==> config.mk <==
export PLATFORM = sky130hd
export DESIGN_NAME = pattern_gen
export DESIGN_NICKNAME = d
export VERILOG_FILES = /design/src/rtl/video_pkg.sv /design/src/rtl/bounce_axis.sv /design/src/rtl/pattern_gen.sv
export SDC_FILE = /design/constraint.sdc
export NUM_CORES = 1
export LEC_CHECK = 0
export ABC_AREA = 1
export ABC_CLOCK_PERIOD_IN_PS = 5400
export CAP_MARGIN = 40
export CORE_MARGIN = 2
export CORE_UTILIZATION = 35
export CTS_CLUSTER_SIZE = 40
export DETAILED_ROUTE_END_ITERATION = 7
export PLACE_DENSITY = 0.62
export SYNTH_ARGS = -nofsm -noshare
export SYNTH_HDL_FRONTEND = slang
export SYNTH_HIERARCHICAL = 1
export SYNTH_SLANG_ARGS = --single-unit
export TNS_END_PERCENT = 20
==> constraint.sdc <==
create_clock -name clk -period 5.4 [get_ports clk]
set_input_delay 0.54 -clock clk [delete_from_list [all_inputs] [get_ports clk]]
set_output_delay 0.54 -clock clk [all_outputs]
set_load 0.05 [all_outputs]
==> src/rtl/video_pkg.sv <==
// ---------------------------------------------------------------------------
// video_pkg
// Shared definitions for the video pattern blocks:
//   - pattern mode encodings (3-bit mode input of pattern_gen)
//   - the eight colour-bar colours plus the extra colours used by the patterns
//   - bounce direction encoding used by bounce_axis
//   - bar_colour(): maps a bar index 0..7 to its colour
// ---------------------------------------------------------------------------
package video_pkg;

    typedef enum logic [2:0] {
        MODE_BOX    = 3'd0,
        MODE_BARS   = 3'd1,
        MODE_GRAD   = 3'd2,
        MODE_CHK    = 3'd3,
        MODE_BOUNCE = 3'd4
    } mode_e;

    typedef enum logic {
        DIR_NEG = 1'b0,
        DIR_POS = 1'b1
    } dir_e;

    // Colour-bar colours, left to right.
    localparam logic [23:0] COL_WHITE   = 24'hffffff;
    localparam logic [23:0] COL_YELLOW  = 24'hffff00;
    localparam logic [23:0] COL_CYAN    = 24'h00ffff;
    localparam logic [23:0] COL_GREEN   = 24'h00ff00;
    localparam logic [23:0] COL_MAGENTA = 24'hff00ff;
    localparam logic [23:0] COL_RED     = 24'hff0000;
    localparam logic [23:0] COL_BLUE    = 24'h0000ff;
    localparam logic [23:0] COL_BLACK   = 24'h000000;

    // Background of the bouncing-box pattern.
    localparam logic [23:0] COL_GREY    = 24'h202020;

    function automatic logic [23:0] bar_colour(input logic [2:0] idx);
        logic [23:0] c;
        case (idx)
            3'd0:    c = COL_WHITE;
            3'd1:    c = COL_YELLOW;
            3'd2:    c = COL_CYAN;
            3'd3:    c = COL_GREEN;
            3'd4:    c = COL_MAGENTA;
            3'd5:    c = COL_RED;
            3'd6:    c = COL_BLUE;
            default: c = COL_BLACK;
        endcase
        return c;
    endfunction

endpackage

==> src/rtl/bounce_axis.sv <==
// ---------------------------------------------------------------------------
// bounce_axis
// Position/direction of the bouncing box along one axis. On every tick the
// position moves STEP pixels in the current direction and reverses at the
// edges 0 and LIM-SIZE, clamping onto the edge it hit.
//
// Ports:
//   clk   in   pixel clock
//   rst   in   asynchronous active-low reset (pos=0, direction positive)
//   tick  in   frame-start strobe, one update per pulse
//   pos   out  WB+2 bit position of the box's leading edge
// ---------------------------------------------------------------------------
module bounce_axis
    import video_pkg::*;
#(
    parameter int LIM  = 640,
    parameter int SIZE = 64,
    parameter int STEP = 2,
    parameter int WB   = 9
) (
    input  logic          clk,
    input  logic          rst,
    input  logic          tick,
    output logic [WB+1:0] pos
);

    // One bit wider than the coordinates so pos+STEP cannot wrap.
    typedef logic [WB+1:0] pos_t;

    localparam pos_t P_MAX  = pos_t'(LIM - SIZE);
    localparam pos_t P_STEP = pos_t'(STEP);

    dir_e dir;
    pos_t nxt_up;

    assign nxt_up = pos + P_STEP;

    // NOTE: state registers use non-blocking assignments so every flop samples
    // the values from before the edge, independent of statement order.
    always_ff @(posedge clk or negedge rst) begin
        if (!rst) begin
            pos <= '0;
            dir <= DIR_POS;
        end else if (tick) begin
            if (dir == DIR_POS) begin
                if (nxt_up >= P_MAX) begin
                    pos <= P_MAX;
                    dir <= DIR_NEG;
                end else begin
                    pos <= nxt_up;
                end
            end else begin
                if (pos <= P_STEP) begin
                    pos <= '0;
                    dir <= DIR_POS;
                end else begin
                    pos <= pos - P_STEP;
                end
            end
        end
    end

endmodule

==> src/rtl/pattern_gen.sv <==
// ---------------------------------------------------------------------------
// pattern_gen
// Test-pattern generator driven by an external timing generator's pixel
// coordinates. The pattern is selected per frame (mode sampled at sx=sy=0)
// and the colour is registered, so rgb lags sx/sy by exactly one cycle.
//
// Ports:
//   clk        in   pixel clock
//   rst        in   asynchronous active-low reset
//   sx, sy     in   current pixel coordinates (WB+1 bits)
//   mode       in   requested pattern: 0 box, 1 bars, 2 gradient,
//                   3 checker, 4 bouncing box, 5-7 black
//   rgb        out  registered {R,G,B}
//   frame_cnt  out  frame starts since reset, wraps at 256
// ---------------------------------------------------------------------------
module pattern_gen
    import video_pkg::*;
#(
    parameter int WB     = 9,
    parameter int SW     = 640,
    parameter int SH     = 480,
    parameter int MARGIN = 100,
    parameter int BOX    = 64,
    parameter int STEP   = 2,
    parameter int CHK    = 5
) (
    input  logic        clk,
    input  logic        rst,
    input  logic [WB:0] sx,
    input  logic [WB:0] sy,
    input  logic [2:0]  mode,
    output logic [23:0] rgb,
    output logic [7:0]  frame_cnt
);

    typedef logic [WB:0]   coord_t;
    typedef logic [WB+1:0] pos_t;

    // Comparisons are done one bit wider than the coordinates so constants
    // such as SW cannot alias onto a valid pixel.
    localparam pos_t X_END   = pos_t'(SW);
    localparam pos_t Y_END   = pos_t'(SH);
    localparam pos_t X_LAST  = pos_t'(SW - 1);
    localparam pos_t Y_LAST  = pos_t'(SH - 1);
    localparam pos_t IN_X0   = pos_t'(MARGIN);
    localparam pos_t IN_X1   = pos_t'(SW - MARGIN);
    localparam pos_t IN_Y0   = pos_t'(MARGIN);
    localparam pos_t IN_Y1   = pos_t'(SH - MARGIN);
    localparam pos_t BOX_W   = pos_t'(BOX);

    // Colour bars: SW/8 pixels each; index 8 marks the leftover right edge.
    localparam coord_t     BAR_LAST = coord_t'(SW / 8 - 1);
    localparam logic [3:0] BAR_DONE = 4'd8;

    logic       frame_start;
    logic [2:0] mode_q;
    // Cleared by reset, set by the first frame start: a frame interrupted by
    // reset stays black instead of resuming mid-picture.
    logic       frame_ok;

    logic [3:0] bar_idx_q, bar_idx_cur, bar_idx_nxt;
    coord_t     bar_run_q, bar_run_cur, bar_run_nxt;

    pos_t        bx, by, xe, ye;
    logic        blank, border, inner, in_box;
    logic [23:0] rgb_d;

    assign frame_start = (sx == '0) && (sy == '0);

    assign xe = pos_t'(sx);
    assign ye = pos_t'(sy);

    bounce_axis #(.LIM(SW), .SIZE(BOX), .STEP(STEP), .WB(WB)) u_bx (
        .clk  (clk),
        .rst  (rst),
        .tick (frame_start),
        .pos  (bx)
    );

    bounce_axis #(.LIM(SH), .SIZE(BOX), .STEP(STEP), .WB(WB)) u_by (
        .clk  (clk),
        .rst  (rst),
        .tick (frame_start),
        .pos  (by)
    );

    // Run counter for the bar index: restarts at sx==0 and steps once every
    // SW/8 pixels, relying on sx advancing by one per clock within a line.
    // NOTE: every signal written in an always_comb gets a default first, so no
    // path leaves it unassigned and no latch is inferred.
    always_comb begin
        bar_idx_cur = bar_idx_q;
        bar_run_cur = bar_run_q;
        if (sx == '0) begin
            bar_idx_cur = '0;
            bar_run_cur = '0;
        end
        bar_idx_nxt = bar_idx_cur;
        bar_run_nxt = bar_run_cur + coord_t'(1);
        if (bar_run_cur == BAR_LAST) begin
            bar_run_nxt = '0;
            if (bar_idx_cur != BAR_DONE)
                bar_idx_nxt = bar_idx_cur + 4'd1;
        end
    end

    assign blank  = (xe >= X_END) || (ye >= Y_END);
    assign border = (xe == '0) || (xe >= X_LAST) || (ye == '0) || (ye >= Y_LAST);
    assign inner  = (xe >= IN_X0) && (xe < IN_X1) && (ye >= IN_Y0) && (ye < IN_Y1);
    assign in_box = (xe >= bx) && (xe < bx + BOX_W) && (ye >= by) && (ye < by + BOX_W);

    always_comb begin
        rgb_d = COL_BLACK;
        if (frame_ok && !blank) begin
            case (mode_q)
                MODE_BOX:    rgb_d = (border || inner) ? COL_WHITE : COL_BLUE;
                MODE_BARS:   rgb_d = (bar_idx_cur < BAR_DONE) ? bar_colour(bar_idx_cur[2:0])
                                                              : COL_BLACK;
                MODE_GRAD:   rgb_d = {sy[7:0], sx[7:0], frame_cnt};
                MODE_CHK:    rgb_d = (sx[CHK] ^ sy[CHK] ^ frame_cnt[5]) ? COL_WHITE
                                                                        : COL_BLACK;
                MODE_BOUNCE: rgb_d = in_box ? COL_RED : COL_GREY;
                default:     rgb_d = COL_BLACK;
            endcase
        end
    end

    // At frame start rgb_d still uses the old mode_q/frame_cnt/box position;
    // the newly latched values apply from the following pixel.
    always_ff @(posedge clk or negedge rst) begin
        if (!rst) begin
            rgb       <= '0;
            frame_cnt <= '0;
            mode_q    <= '0;
            frame_ok  <= 1'b0;
            bar_idx_q <= '0;
            bar_run_q <= '0;
        end else begin
            rgb       <= rgb_d;
            bar_idx_q <= bar_idx_nxt;
            bar_run_q <= bar_run_nxt;
            if (frame_start) begin
                mode_q    <= mode;
                frame_cnt <= frame_cnt + 8'd1;
                frame_ok  <= 1'b1;
            end
        end
    end

endmodule

==> flow_metrics.py <==
metrics = {
    "run_status": {
        "status": "finished, final reports clean",
    },
    "clocking": {
        "post-cts-setup-buffer-count": 0,
        "cts_sinks": 72,
        "clockBufferDepth": 2,
        "clkLatencyLatePin_ps": 350,
        "clockRootBuffer": "clkbuf_16",
        "cts_inserted_buffers": 9,
        "cts_hold_buf": 0,
        "cts_resized": 0,
        "cts_tree": "built",
        "cts_max_level": 3,
        "cts.clk_slew.worst_paths_ps": 70,
    },
    "logic_synthesis": {
        "yosys_register_bits": 72,
        "syn_avg_cell_area_um2": 6.90,
        "synth_largest_area_cell": "dfrtp_1",
        "synth_xor_xnor_area_share": 0.0373,
        "synth.distinct_cells": 46,
        "synth_top_family_by_area": "simple AND/OR/NAND/NOR gates",
        "syn-num-nets": 915,
        "synth_compound_area_frac": 0.0798,
        "synthTopCellsByArea": "dfrtp_1 (30%), nand2_1 (12%), ha_1 (8.5%)",
        "synth_area_um2": 5870,
        "seq_area_frac_synth": 0.308,
        "netlist_instances": 850,
        "synth_fa_ha_area_frac": 0.0853,
        "synthMuxAreaShare": 0,
        "synth-simple-area-share": 0.380,
        "synth_edf_count": 0,
        "async_flop_share": 1.00,
        "synth_top_area_frac": 0.299,
        "synthFlopType": "dfrtp_1",
        "yosys_warnings": 6,
    },
    "setup_path": {
        "crit_chain": "clkdlybuf4s50_1 > nor2_4 > nand2_2 > nor2_2 > nand2_4 > nor2_4 > clkinv_1 > nor3_1 > xor2_1 > a21oi_1",
        "cp_slowest_cell": "clkdlybuf4s50_1",
        "required_ps": 5610,
        "path_delay_family": "simple AND/OR/NAND/NOR gates",
        "worst-path-stages": 10,
        "end_kind": "register",
        "cp_data_arrival_time_ps": 3100,
        "crit_buf_inv": 2,
        "cp_common_cell": "nor2_4",
        "startpoint_type": "primary input",
        "r2r_cells": 11,
        "critPathKind": "primary input to register",
        "crit_path_max_incr_delay_ps": 560,
        "crit_fanout": 21,
    },
    "placed_design": {
        "io_buffer_count": 56,
        "place_area_um2": 6620,
        "hpwl_um": 11200,
        "gp_congestion": 0.873,
    },
    "die": {
        "die_x_um": 133,
        "coreArea_um2": 16500,
        "io_pins": 57,
        "start_util": 0.356,
        "die_area_um2": 17800,
        "chipHeight_um": 133,
        "row_count": 47,
    },
    "grt": {
        "grt_usage": 0.169,
        "grt_antenna_before_repair": 0,
        "first_global_vias": 4963,
        "gr-total-overflow": 0,
        "grt_pass1_wl_um": 24100,
        "grt_max_degree": 45,
    },
    "timing": {
        "relSlewSlack": 0.589,
        "skew_ps": 7.52,
        "layout_min_cycle_time_ps": 2890,
        "fin_crit_sh": 0.536,
        "max_freq_ghz": 0.346,
        "rsz0062_at_grt": "no",
        "worst_pin_slew_ps": 614,
        "final-hold-violation-count": 0,
        "setup_viol": 0,
        "tns_ps": 0,
        "drv_slew": 0,
    },
    "worst_hold_path": {
        "min_path_type": "primary input to asynchronous set/reset pin",
    },
    "layout": {
        "n_antenna_cell": 0,
        "drive_gt1_frac": 0.0882,
        "final_cell_area_um2": 6930,
        "fillers": 1711,
        "finish.net_count": 967,
        "fin_util": 0.421,
        "syn_to_final_growth_pct": 18.2,
    },
    "pwr": {
        "total_power_uw": 1480,
        "p_leak_uw": 0.00358,
        "powerDensity_nw_per_um2": 213,
        "vdd_drop_max_mv": 0.139,
    },
    "drt": {
        "drc": 0,
        "drt-initial-drc-count": 384,
        "drt-pass1-iter-count": 5,
        "ant_nets": 0,
        "wire_per_inst_um": 12.8,
        "via_count": 5383,
        "vias_per_cell": 4.78,
        "drt-total-wl_um": 14400,
    },
    "job": {
        "drv_cap": 0,
    },
}
-- final timing paths --
path | from | to | slack, ps
setup / recovery | sx[7] | u_by/pos[9] | 2510
hold / removal | rst | rgb[6] | 110
setup reg to reg | u_bx/pos[6] | rgb[22] | 2850
hold reg to reg | frame_ok | frame_ok | 490
max in group asynchronous | rst | u_by/dir | 4680
min in group clk | frame_ok | frame_ok | 490
-- cell usage in the layout (no fill, tap or decap), types with 2 or more instances in the layout --
cell type	netlist	routed
nand2_2	16	16
clkinv_1	3	3
nor2_2	7	7
nand4_1	11	11
buf_4	5	2
dfrtp_1	70	70
xnor2_1	4	4
inv_8	0	3
nand2_1	195	195
o21ai_0	35	35
o21bai_1	3	3
inv_1	132	132
dfstp_2	2	2
a41oi_1	2	2
xor2_1	21	21
nor2_4	8	8
o21ai_1	2	2
nand3_1	73	73
nand3_4	3	3
conb_1	2	2
nand3_2	3	3
clkinvlp_4	0	2
clkdlybuf4s50_1	0	55
or2_2	2	2
nor3_2	4	4
nand3b_1	4	4
nand2_4	4	4
nor2_1	118	118
clkbuf_16	0	9
nor4_1	2	2
ha_1	40	40
inv_2	3	3
a21oi_1	39	39
nor3_1	12	12
a21boi_0	2	2
-- cell usage after synthesis, types with 5 or more instances --
cell type,number
nand3_1,73
clkbuf_1,5
nand2_1,195
ha_1,40
inv_1,132
nand2_2,16
nor2_4,8
o21ai_0,35
nand4_1,11
nor2_1,118
nor2_2,7
xor2_1,21
buf_4,5
buf_2,5
a21oi_1,39
nor3_1,12
dfrtp_1,70
-- flip-flops by register name, summed over array words and instances (netlist names) --
name and count:
bar_idx_q 4, u_by/pos 10, mode_q 3, bar_run_q 10
frame_cnt 8, rgb 24, u_bx/dir 1, u_bx/pos 10
frame_ok 1, u_by/dir 1
-- stage by stage --
stage / worst slack, ps / cells / hold WS [ps]
floorplan: 3160 / 850 / 244
global placement: 2260 / 1110 / 467
detailed placement: 2150 / 1111 / 470
CTS: 2510 / 1127 / 131
global route: 2270 / 1127 / 144
finish: 2510 / 1127 / 113
-- worst reg2reg max path: cells and delay by family, from the launching register on --
family / cells / cell delay, ps
adder cells (fa/ha/maj): 2 / 630
flip-flops: 1 / 550
AND/OR/NAND/NOR: 6 / 740
XOR/XNOR: 1 / 130
AO/OA/AOI/OAI: 2 / 400
-- power breakdown --
part / switching, µW / total [µW] / internal, µW / leakage [µW]
Combinational: 153 / 250 / 96.4 / 0.00253
Clock: 264 / 633 / 369 / 0.000148
Sequential: 25.3 / 597 / 572 / 0.000896
Total: 443 / 1480 / 1040 / 0.00358
-- layout make-up --
type | count | area, µm² | area share
inverters | 139 | 527 | 0.0760
clock buffers | 9 | 225 | 0.0325
clock inverters | 7 | 87.6 | 0.0126
flip-flops and latches | 72 | 1800 | 0.260
well taps | 220 | 275 | 0.0397
multi-input cells | 622 | 3420 | 0.494
repair buffers | 58 | 593 | 0.0855
-- routing by layer --
layer / share of wire / GRT usage / routed length, µm
met1: 0.48 / 0.228 / 6950
met2: 0.45 / 0.272 / 6570
met4: 0.023 / 0.0674 / 331
met3: 0.041 / 0.0259 / 598
met5: 0 / 0 / 0
-- logic make-up after synthesis --
group,Yosys count
buffers and inverters,156
other,2
flip-flops,72
adder cells (fa/ha/maj),40
AND/OR/NAND/NOR,468
XOR/XNOR,25
AO/OA/AOI/OAI,87
No activity file was read; power rests on OpenSTA's default activity.
